<file path="src/rtl/uart_cmd_sched.sv">
// Two-requester command scheduler in front of a single uart_tx.
// Bytes are queued in arbitration order and launched one at a time, with an idle gap after each completion.
module uart_cmd_sched #(
    parameter int DEPTH      = 4,
    parameter int GAP_CYCLES = 16
) (
    input  logic                     clk,
    input  logic                     rst,
    input  logic                     req0_vld,
    input  logic [7:0]               req0_data,
    output logic                     req0_rdy,
    input  logic                     req1_vld,
    input  logic [7:0]               req1_data,
    output logic                     req1_rdy,
    output logic                     trmt,
    output logic [7:0]               tx_data,
    input  logic                     tx_done,
    output logic [$clog2(DEPTH):0]   fifo_cnt,
    output logic                     busy
);

    localparam int AW = $clog2(DEPTH);
    localparam int CW = AW + 1;
    localparam int GW = (GAP_CYCLES > 1) ? $clog2(GAP_CYCLES) : 1;

    localparam logic [1:0] IDLE   = 2'd0;
    localparam logic [1:0] LAUNCH = 2'd1;
    localparam logic [1:0] WAIT   = 2'd2;
    localparam logic [1:0] GAP    = 2'd3;

    logic [7:0]    mem [DEPTH];
    logic [AW-1:0] wptr;
    logic [AW-1:0] rptr;
    logic [CW-1:0] cnt;
    logic [1:0]    state;
    logic [GW-1:0] gap_cnt;
    logic          last_grant;
    logic          full;
    logic          push;
    logic          pop;
    logic [7:0]    push_data;

    // Full comes from the registered count, so a same-cycle pop never frees room.
    assign full      = (cnt == CW'(DEPTH));
    assign req0_rdy  = !full && req0_vld && (!req1_vld || last_grant);
    assign req1_rdy  = !full && req1_vld && (!req0_vld || !last_grant);
    assign push      = req0_rdy || req1_rdy;
    assign push_data = req0_rdy ? req0_data : req1_data;
    assign pop       = (state == LAUNCH);

    assign fifo_cnt  = cnt;
    assign busy      = (cnt != '0) || (state != IDLE);

    always_ff @(posedge clk) begin
        if (push && !rst)
            mem[wptr] <= push_data;
    end

    always_ff @(posedge clk) begin
        if (rst) begin
            wptr       <= '0;
            rptr       <= '0;
            cnt        <= '0;
            last_grant <= 1'b1;
        end else begin
            if (push) begin
                wptr       <= wptr + 1'b1;
                last_grant <= req1_rdy;
            end
            if (pop)
                rptr <= rptr + 1'b1;
            case ({push, pop})
                2'b10:   cnt <= cnt + 1'b1;
                2'b01:   cnt <= cnt - 1'b1;
                default: cnt <= cnt;
            endcase
        end
    end

    always_ff @(posedge clk) begin
        if (rst) begin
            state   <= IDLE;
            trmt    <= 1'b0;
            tx_data <= 8'h00;
            gap_cnt <= '0;
        end else begin
            trmt <= 1'b0;
            case (state)
                IDLE: begin
                    // Head is captured on entry so tx_data is valid alongside trmt.
                    if (cnt != '0) begin
                        state   <= LAUNCH;
                        trmt    <= 1'b1;
                        tx_data <= mem[rptr];
                    end
                end
                LAUNCH: state <= WAIT;
                WAIT: begin
                    if (tx_done) begin
                        state   <= GAP;
                        gap_cnt <= GW'(GAP_CYCLES - 1);
                    end
                end
                default: begin
                    if (gap_cnt == '0)
                        state <= IDLE;
                    else
                        gap_cnt <= gap_cnt - 1'b1;
                end
            endcase
        end
    end

endmodule

</file>
<file path="config.mk">
export PLATFORM = sky130hd
export DESIGN_NAME = uart_cmd_sched
export DESIGN_NICKNAME = d
export VERILOG_FILES = /design/src/rtl/uart_cmd_sched.sv
export SDC_FILE = /design/constraint.sdc
export NUM_CORES = 1
export LEC_CHECK = 0
export BUFFER_PORTS_ARGS = -buffer_cell sky130_fd_sc_hd__buf_2
export CORE_ASPECT_RATIO = 0.6
export CORE_MARGIN = 4
export CORE_UTILIZATION = 55
export DETAILED_ROUTE_END_ITERATION = 7
export PLACE_DENSITY = 0.88
export SLEW_MARGIN = 20
export SYNTH_ARGS = -nofsm -noshare
export SYNTH_HDL_FRONTEND = slang
export SYNTH_SLANG_ARGS = --single-unit
</file>
<file path="constraint.sdc">
create_clock -name clk -period 3.7 [get_ports clk]
set_input_delay 0.185 -clock clk [delete_from_list [all_inputs] [get_ports clk]]
set_output_delay 0.185 -clock clk [all_outputs]
set_load 0.01 [all_outputs]
</file>
[Word-level counts from Yosys, hierarchy flattened]
Memories as Yosys holds them, arrays and structs flattened. A register that Yosys moved wholly into a read port is not among the register bits.
Cells that the tools add are included.
Operators by class
  bitwise operators: 2
  equal/unequal tests: 8
  $add $sub $neg: 5
  reduce and logical (&&, ||, !) cells: 25
  mux-type cells: 12
Operator list (number)
  $mux 4: 2
  $mux 8: 1
  $pmux 4 s2: 1
  $mux 2: 3
  $pmux 2 s3: 1
  $pmux 3 s2: 1
  $reduce_and 3->1: 2
  $logic_and 1x1->1: 5
  $logic_not 1->1: 5
  $add 2x1->2 const B: 2
  $eq 2x1->1 const B: 2
  $eq 2x2->1 const B: 2
  $logic_not 4->1: 1
  $logic_or 1x1->1: 4
  $ne 2x2->1 const B: 2
  $reduce_bool 2->1: 2
  $reduce_bool 4->1: 1
  $reduce_or 2->1: 2
  $sub 4x1->4 const B: 1
  $add 3x1->3 const B: 1
  $eq 3x3->1 const B: 1
  $mux 1: 3
  $reduce_bool 3->1: 1
  $sub 3x1->3 const B: 1
  4 further kinds: 5
Storage, ports and cells
  output and inout port bits: 15
  bits in writable memories: 32
  memories kept: 1
  logic and storage cells: 60
  register bits: 15
  bits of input ports: 21
Memory list
  mem: words 4, width 8, read ports 1, clocked after Yosys merged registers in 1, write ports 1, line 31  | logic [7:0] mem [DEPTH];

[Longest topological paths before layout]
Gate-level depths: netlist (run 1).
  depth after elaboration: 8
  depth in mapped cells: 7
  depth with buffers taken out: 7

[Worst setup path after synthesis (run 1)]
Ideal clock, no wire load.
  path kind: register -> register
  start: register cnt[0] (netlist: fifo_cnt[0])
  end: register cnt[2] (netlist: fifo_cnt[2])
  data required time: 3.629 ns
  path slack: 1.711 ns
  data arrival time: 1.919 ns
  buffers on the path: 0
  setup time: 0.071 ns
  stages on the path, launching flop included: 8
  clock period less this slack: 1.989 ns
  path through: dfxtp_1 -> or3b_4 -> o21ai_4 -> ha_1 -> fa_1 -> xnor2_1 -> or3_1 -> a21oi_1
Between the ends
  word-level cells in the longest chain between the ends: 7
  elaborated cells between the ends (all ways): 13
  those cells by class: add/sub (2); eq/ne (3); mux (1); reduce/logical (7)
Ends and longest elaborated chain
  from (decl): line 34  | logic [CW-1:0] cnt;
  from (signal assigned): line 73  | 2'b10: cnt <= cnt + 1'b1;
  from (signal assigned): line 74  | 2'b01: cnt <= cnt - 1'b1;
  from (signal assigned): line 75  | default: cnt <= cnt;
  $eq 3x3->1: line 44  | assign full = (cnt == CW'(DEPTH));
  $logic_not 1->1: line 45, 46
  $logic_and 1x1->1, on equally long branches (2 in series): line 45, 46
  $logic_or 1x1->1: line 47  | assign push = req0_rdy || req1_rdy;
  $eq 2x1->1 or $eq 2x2->1 (tied branches): line 72  | case ({push, pop})
  $pmux 3 s2 or $reduce_bool 2->1 (tied branches)
Parallel ways exist; a longest one is shown, timed or not.
A chain may end at the register's enable or synchronous reset.

[Worst setup path after layout (run 1)]
  start: register state[1]
  end: register cnt[2] (netlist: fifo_cnt[2])
Between the ends
  word-level cells in the longest chain between the ends: 3
  elaborated cells between the ends (all ways): 5
  those cells by class: eq/ne (3); mux (1); reduce/logical (1)
Ends and longest elaborated chain
  from (decl): line 35  | logic [1:0] state;
  from (signal assigned): line 82  | state <= IDLE;
  from (signal assigned): line 92  | state <= LAUNCH;
  from (signal assigned): line 97  | LAUNCH: state <= WAIT;
  $eq 2x1->1 (*): line 49  | assign pop = (state == LAUNCH);
  $eq 2x1->1 or $eq 2x2->1 (tied branches): line 72
  $pmux 3 s2 or $reduce_bool 2->1 (tied branches)
Mark *: on every way between the ends. The rest lies on a longest branch, timed or not.

==> run metrics, run 1 <==
Post-synth ARST share=0; DRT iter0 DRCs=110; CTS Hold Bufs=0; wire per inst=16.45 µm; largest net degree at the start of global routing=20; Final period util=0.5749; Initial Util=0.5760; antenna violations before repair=0; Hold Path Class=in -> reg; Multi-input gate area=924.6 µm²; Mean Syn Cell Area=14.37 µm²; final hold viol count=0; CP peak stage delay=420 ps; Post-DP Area=2626 µm²; routability cong.=0.7649; Setup TNS=0 ps; Hold Path Depth=2; register area share after synthesis=0.5923; Leak Pwr=1.045 nW; Final Setup Violations=0; die area=5519 µm²; top_reg_cell synth=edfxtp_1; Synth Area in Compound Gates=0.08081; Setup Buffers After CTS=0; Max Cap Violations=0; VDD IR max=0.3057 mV; Util after Layout=0.6562; CP Capture Type=flip-flop; Post-Syn Area=2400 µm²; reg2reg path depth=7; Die W=93.28 µm; H-tree levels=2; ANT nets after route=0; first-pass GRT wire length=7258 µm; Register Area=1421 µm²; fin area=2734 µm²; routed via count=1411; CP max FO=6; flops & latches, synth=55; number of fill cells in the layout=287; RSZ-0062 raised after global routing=no; Fmax=470.1 MHz; NumNets Final=236; Antenna Cells=0; main combinational cell family by area after synthesis=multiplexers; Worst setup SP type=flip-flop; io pins=36; router iterations before antenna repair=4; cell family with most CP delay=adder cells; Post-Synth XOR/XNOR Area=0.01825; Vias/cell=5.325; required time of the critical path=3930 ps; Sink Count=55; grt ovf=0; CORE AREA=4167 µm²; Slew HR=0.5725; crit-path cells=inv_1, ha_1, ha_1, fa_1, xnor2_1, or3_1, a21oi_1; area grow syn2layout=13.92%; post-CTS sizing=0; Syn Nets=199; clk slew on worst S/H paths=100 ps; CP Depth=7; Worst Skew=9.190 ps; count of pins over their slew limit=0; Die Y=59.17 µm; clk buf depth=2; Std-Cell Rows=18; CTS tree=yes; critical path's most frequent cell=ha_1; min cycle time layout=2127 ps; YS warnings=0; clk root buf=clkbuf_8; Total Routed Length=4359 µm; Worst Path Buf+Inv=1; outcome=finished, final reports clean; Post-synth EDFFs=32; Yosys cell types=38; vias in the first global route=1489; total CTS buffers=5; Worst-Skew Late Latency=300 ps; DRC viols=0; kind of critical path=reg -> reg; GR Util All Layers=0.1750; # port buffers=35; mux cell area share after synthesis=0.1251; worst slew pin tran=640.0 ps; Crit-path slowest cell=dfxtp_1; Synth Area in Adders=0.06048; Worst EP arrival=2360 ps; Post-Synth Simple-Gate Area=0.1006; Pwr per Cell Area=717.7 nW/µm²; hpwl dp=3143 µm; share of cells above drive strength 1=0.3317; synthesized instance count=167
[kinds of logic after synthesis]
| kind of cell | Yosys count |
|---|---|
| AOI/OAI and AO/OA | 22 |
| xor gates and xnor gates | 5 |
| adders and majority gates | 11 |
| buffers and inverters | 13 |
| DFF | 55 |
| muxes | 19 |
| and+or+nand+nor | 42 |
[where the power goes]
part           total [mW]  switching, mW  internal, mW
sequential          0.907          0.115         0.792
clock               0.357          0.183         0.174
combinational       0.698          0.364         0.333
[path summary, 6_finish.rpt]
check             slack, ps          end    startpoint
hold / removal          230    mem[3][6]  req1_data[6]
setup / recovery       1570  fifo_cnt[2]      state[1]
hold reg to reg         480   tx_data[3]    tx_data[3]
setup reg to reg       1570  fifo_cnt[2]      state[1]
[cells in the final DEF (no fill, tap or decap), types with 4 or more instances in the layout]
master     n
dfxtp_1   23
buf_2     35
edfxtp_1  32
nor2_1    15
a22o_1     8
a21oi_1    4
mux4_2     8
mux2_2     8
clkbuf_8   5
and2_1     5
ha_1      10
inv_1      8
[area by class of cell]
cell class              count  area share
clock buffers               6     0.03432
clock inverters             2    0.005034
inverters                   8     0.01098
multi-input cells          99      0.3382
flip-flops and latches     55      0.5199
well taps                  60     0.02746
repair buffers             35     0.06407
[cell usage after synthesis, drive strengths merged, types with 2 or more instances]
| cell | instances | area share |
|---|---|---|
| dfxtp | 23 | 0.19 |
| and2 | 5 | 0.013 |
| xnor2 | 3 | 0.011 |
| nor3 | 3 | 0.0063 |
| inv | 8 | 0.013 |
| buf | 2 | 0.0052 |
| a21oi | 4 | 0.0083 |
| o21ai | 3 | 0.011 |
| clkbuf | 3 | 0.0047 |
| nor2b | 2 | 0.0052 |
| a22o | 8 | 0.029 |
| mux2 | 8 | 0.038 |
| mux4 | 8 | 0.075 |
| ha | 10 | 0.052 |
| a211oi | 2 | 0.0063 |
| mux2i | 3 | 0.013 |
| nor2 | 17 | 0.029 |
| nand3 | 2 | 0.0094 |
| edfxtp | 32 | 0.40 |
| xor2 | 2 | 0.0073 |
| nor4b | 2 | 0.0073 |
| o31ai | 2 | 0.0083 |
| nand2 | 3 | 0.0047 |
| nand2b | 3 | 0.0078 |
[stage by stage]
stage / setup slack (ps) / hold slack [ps] / power, mW / instances
6_report: 1573 / 234.2 / 1.962 / 265
3_5_place_dp: 1633 / 463.1 / 1.621 / 257
5_1_grt: 1487 / 228.9 / 2.104 / 265
2_1_floorplan: 1711 / 352.9 / 1.425 / 167
3_3_place_gp: 1710 / 453.0 / 1.585 / 257
4_1_cts: 1592 / 226.4 / 1.977 / 265
[flip-flops by register name (all words and copies together) (netlist names)]
name and count:
fifo_cnt 3, trmt 1, mem 32, state 2, rptr 2, wptr 2, last_grant 1, gap_cnt 4
tx_data 8
[worst register-to-register path: stages (launching register included)]
cell and delay [ps]:
dfxtp_1 420, inv_1 100, ha_1 300, ha_1 270
fa_1 390, xnor2_1 150, or3_1 310, a21oi_1 140
[per-layer routing]
metal  GRT usage  vias to the layer above  wire length [µm]
li1            -                      691                 -
met1      0.2366                      683              1958
met2      0.2764                       35              2103
met3     0.05076                        2               273
met4     0.05637                        0                24
met5           0                        -                 0
No activity file was read; power rests on OpenSTA's default activity.
==> run 2: changes to the inputs <==
Clock period 3.7 ns to 2.05 ns, I/O delays scaled along.
==> run 2 against run 1 <==
Against the previous run: sequential power is 76% higher; critical path type unchanged; via count grew 7.3%; worst setup slack got worse by 1500 ps; first-iteration DRC count is 25% higher.
==> run metrics, run 2 (synthesis results as in run 1) <==
outcome=finished, final reports clean; CP peak stage delay=380 ps; Antenna Cells=0; Die W=93.28 µm; required time of the critical path=2280 ps; area grow syn2layout=15.54%; # port buffers=35; kind of critical path=reg -> reg; hpwl dp=3442 µm; Tot Pwr=3.633 mW; wire per inst=17.80 µm; CORE AREA=4167 µm²; Max Cap Violations=0; Multi-input gate area=930.9 µm²; count of pins over their slew limit=0; worst slew pin tran=465.4 ps; share of cells above drive strength 1=0.3555; clk slew on worst S/H paths=90 ps; routability cong.=0.7711; post-route worst setup slack=95.34 ps; io pins=36; largest reg by FF count=mem; Initial Util=0.5760; max reg flops=32; number of fill cells in the layout=274; Final period util=0.9535; min cycle time layout=1955 ps; Die Y=59.17 µm; Worst-Skew Late Latency=310 ps; total CTS buffers=5; GR Util All Layers=0.1781; Fmax=511.6 MHz; Vias/cell=5.587; Worst Path Buf+Inv=0; wl on met1=1995 µm; die area=5519 µm²; Worst Skew=8.257 ps; cell family with most CP delay=adder cells; Hold Path Depth=3; Top Registers=mem x32, tx_data x8, gap_cnt x4; CP Depth=7; final hold viol count=0; most common cell after layout, fill and taps aside=buf_2; first-pass GRT wire length=7458 µm; Pwr per Cell Area=1310 nW/µm²; CP max FO=4; Slew HR=0.6893; ANT nets after route=0; clk root buf=clkbuf_8; routed via count=1514; CTS tree=yes; antenna violations before repair=0; clk buf depth=2; router iterations before antenna repair=4; Total Routed Length=4825 µm; vias in the first global route=1511; Final Setup Violations=0; DRT iter0 DRCs=137; RSZ-0062 raised after global routing=no; crit path from=fifo_cnt[2]; crit-path cells=or3b_4, o21ai_4, ha_1, fa_1, xnor2_1, or3_1, a21oi_1; VDD IR max=0.4627 mV; most frequent cells in the layout=buf_2, edfxtp_1, dfxtp_1; worst slack, placed=91.56 ps; NumNets Final=242; grt ovf=0; largest net degree at the start of global routing=20; Worst Min Path Start=req0_vld; Worst setup SP type=flip-flop; Register Area=1423 µm²; Worst EP arrival=2190 ps; Sink Count=55; Std-Cell Rows=18; H-tree levels=2; r2r startpoint=fifo_cnt[2]; DRC viols=0; Crit-path slowest cell=fa_1; top layer used by detailed routing=met4; Reg2Reg Setup Slack=100 ps; reg2reg path depth=7; met2 wire length=2414 µm; CP Capture Type=flip-flop; metal3 WL=300 µm; Setup TNS=0 ps; Leak Pwr=1.068 nW; Hold Path Class=in -> reg
## run 2: changes by cell type in the layout (fill, tap and decap cells not counted)
cell	delta
buf_4	+6
clkbuf_16	-1
clkbuf_8	+1
clkinv_1	+1
clkinv_2	-1
clkinv_4	-1
clkinvlp_4	+1
dfxtp_1	-1
dfxtp_2	+1
nor4b_1	-1
nor4b_2	+1
## run 2: worst paths after layout
check	endpoint
max	fifo_cnt[2]
min reg2reg	tx_data[6]
max reg2reg	fifo_cnt[2]
min	last_grant
## run 2: repair_timing
item / 4_1_cts / 5_1_grt
resized for setup: 0 / 2
endpoints found under the setup margin: 0 / 2
buffers inserted: 0 / 0
hold buffers: 0 / 0
## run 2: where the power goes
group / total, mW / leakage [nW] / switching (mW) / internal, mW
Sequential: 1.60 / 0.481 / 0.164 / 1.43
Combinational: 1.43 / 0.542 / 0.760 / 0.671
Clock: 0.606 / 0.0449 / 0.335 / 0.270
## run 2: worst reg2reg max path, delay by kind of cell (launching register included)
family	cells	cell delay, ps
XOR/XNOR	1	140
AO/OA/AOI/OAI	2	240
AND/OR/NAND/NOR	2	570
adder cells (fa/ha/maj)	2	620
flip-flops	1	310
## run 2: metrics by stage
step / cells / area [µm²] / util / hold slack (ps)
finish: 271 / 2773 / 0.6655 / 141.7
global route: 271 / 2773 / 0.6655 / 150.9
CTS: 271 / 2765 / 0.6637 / 138.5
detailed placement: 263 / 2671 / 0.6411 / 462.0
global placement: 263 / 2671 / 0.6411 / 453.2
floorplan: 167 / 2400 / - / 270.4
## run 2: routing by layer
| metal | up-vias | GRT usage |
|---|---|---|
| li1 | 702 | - |
| met1 | 738 | 0.2360 |
| met2 | 61 | 0.2907 |
| met3 | 13 | 0.04315 |
| met4 | 0 | 0.06472 |
| met5 | - | 0 |
## run 2: area by class of cell
cell class              count  area share
clock buffers               6     0.02978
clock inverters             2    0.004061
inverters                   8     0.01083
multi-input cells          99      0.3357
flip-flops and latches     55      0.5131
well taps                  60     0.02708
repair buffers             41     0.07942
==> run 3: changes to the inputs <==
Settings changed: CORE_UTILIZATION 55 to 47, PLACE_DENSITY 0.88 to 0.79.
==> run 3 against run 2 <==
Against the previous run: sequential power is essentially flat; global-route usage is 3.9 points lower; critical path type is now reg -> out; sequential share of layout area fell by 0.23 points; combinational power fell by 3%; design area is 0.45% higher.
==> run metrics, run 3 (synthesis results as in run 1) <==
outcome=finished, final reports clean; Antenna Cells=0; RSZ-0062 raised after global routing=no; antenna violations before repair=0; DRC viols=0; number of fill cells in the layout=409; Fmax=521.0 MHz; post-CTS sizing=0; max reg flops=32; crit path from=state[0]; Sink Count=55; area grow syn2layout=16.06%; Setup TNS=0 ps; routed via count=1437; Initial Util=0.5047; DRT iter0 DRCs=53; worst hold slack=138.4 ps; kind of critical path=reg -> out; reg2reg path depth=7; H-tree levels=2; Die Y=63.35 µm; Max Cap Violations=0; Worst EP arrival=1820 ps; FF-to-FF End=fifo_cnt[2]; clk root buf=clkbuf_8; Pwr per Cell Area=1286 nW/µm²; Die W=100.3 µm; Worst-Skew Late Latency=310 ps; Leak Pwr=1.071 nW; Worst setup SP type=flip-flop; Vias/cell=5.225; Final Setup Violations=0; first-pass GRT wire length=6762 µm; Crit-path slowest cell=nor4b_1; NumNets Final=243; GR Util All Layers=0.1392; Std-Cell Rows=19; Setup Buffers After CTS=0; min cycle time layout=1920 ps; wire per inst=15.00 µm; CP Depth=5; CORE AREA=4755 µm²; critical path's most frequent cell=inv_1; crit-path cells=inv_1, ha_1, nor4b_1, inv_1, buf_2; count of pins over their slew limit=0; VDD IR max=0.4357 mV; Slew HR=0.6355; Top Registers=mem x32, tx_data x8, gap_cnt x4; r2r startpoint=fifo_cnt[2]; die area=6351 µm²; hpwl dp=3051 µm; Hold Path Class=in -> reg; # port buffers=35; grt ovf=0; largest reg by FF count=mem; total CTS buffers=5; share of cells above drive strength 1=0.3632; CTS Hold Bufs=0; crit path to=busy; required time of the critical path=1950 ps; CP peak stage delay=500 ps; CP max FO=6; most frequent cells in the layout=buf_2, edfxtp_1, dfxtp_1; CP Capture Type=output pin; most common cell after layout, fill and taps aside=buf_2; Reg2Reg Setup Slack=140 ps; clk buf depth=2; router iterations before antenna repair=4; Total Routed Length=4124 µm; io pins=36; vias in the first global route=1414; ANT nets after route=0; clk slew on worst S/H paths=90 ps; Worst Skew=8.060 ps; Final period util=0.9364; largest net degree at the start of global routing=20; CTS tree=yes; Worst Path Buf+Inv=3; cell family with most CP delay=simple AND/OR/NAND/NOR gates; routability cong.=0.7799; worst slew pin tran=539.2 ps; final hold viol count=0
## run 3: per-stage QoR
stage               total power, mW  instance area [µm²]    util  cells  setup WS [ps]
floorplan                     2.571                 2400       -    167          60.77
CTS                           3.608                 2781  0.5850    275          82.66
global placement              2.954                 2683  0.5642    267          154.7
finish                        3.583                 2785  0.5858    275          130.4
detailed placement            2.991                 2683  0.5642    267          105.7
global route                  3.818                 2785  0.5858    275          36.45
## run 3: worst min path at each step
stage	startpoint	end	slack (ps)	cells past startpoint
after floorplan	req0_vld	last_grant	270	2
after global placement	tx_data[4]	tx_data[4]	460	1
after detailed placement	req0_vld	last_grant	460	3
after CTS	req0_vld	last_grant	130	3
after global routing	req1_data[1]	mem[3][1]	140	2
final	req0_vld	last_grant	140	3
## run 3: area by class of cell
class / count / area, µm² / share of cell area
flip-flops and latches: 55 / 1423 / 0.5108
multi-input cells: 99 / 927.1 / 0.3329
repair buffers: 42 / 227.7 / 0.08176
clock buffers: 6 / 82.58 / 0.02965
well taps: 63 / 78.83 / 0.02830
inverters: 8 / 30.03 / 0.01078
clock inverters: 2 / 16.27 / 0.005840
## run 3: power breakdown
group	switching (mW)	internal, mW
logic	0.710	0.676
clock network	0.340	0.276
registers	0.149	1.43
total	1.20	2.38
## run 3: worst reg2reg max path: stages (launching register included)
cell     delay, ps
dfxtp_1        310
or3b_4         270
o21ai_4         90
ha_2           210
fa_1           380
xnor2_1        140
or3_1          300
a21oi_1        130
## run 3: metal layers
metal  track usage  up-vias  wire length, µm
met5             0        -                0
met1        0.1918      699             2037
li1              -      707                -
met3       0.04190        4              206
met4       0.05042        0               55
met2        0.2079       27             1824
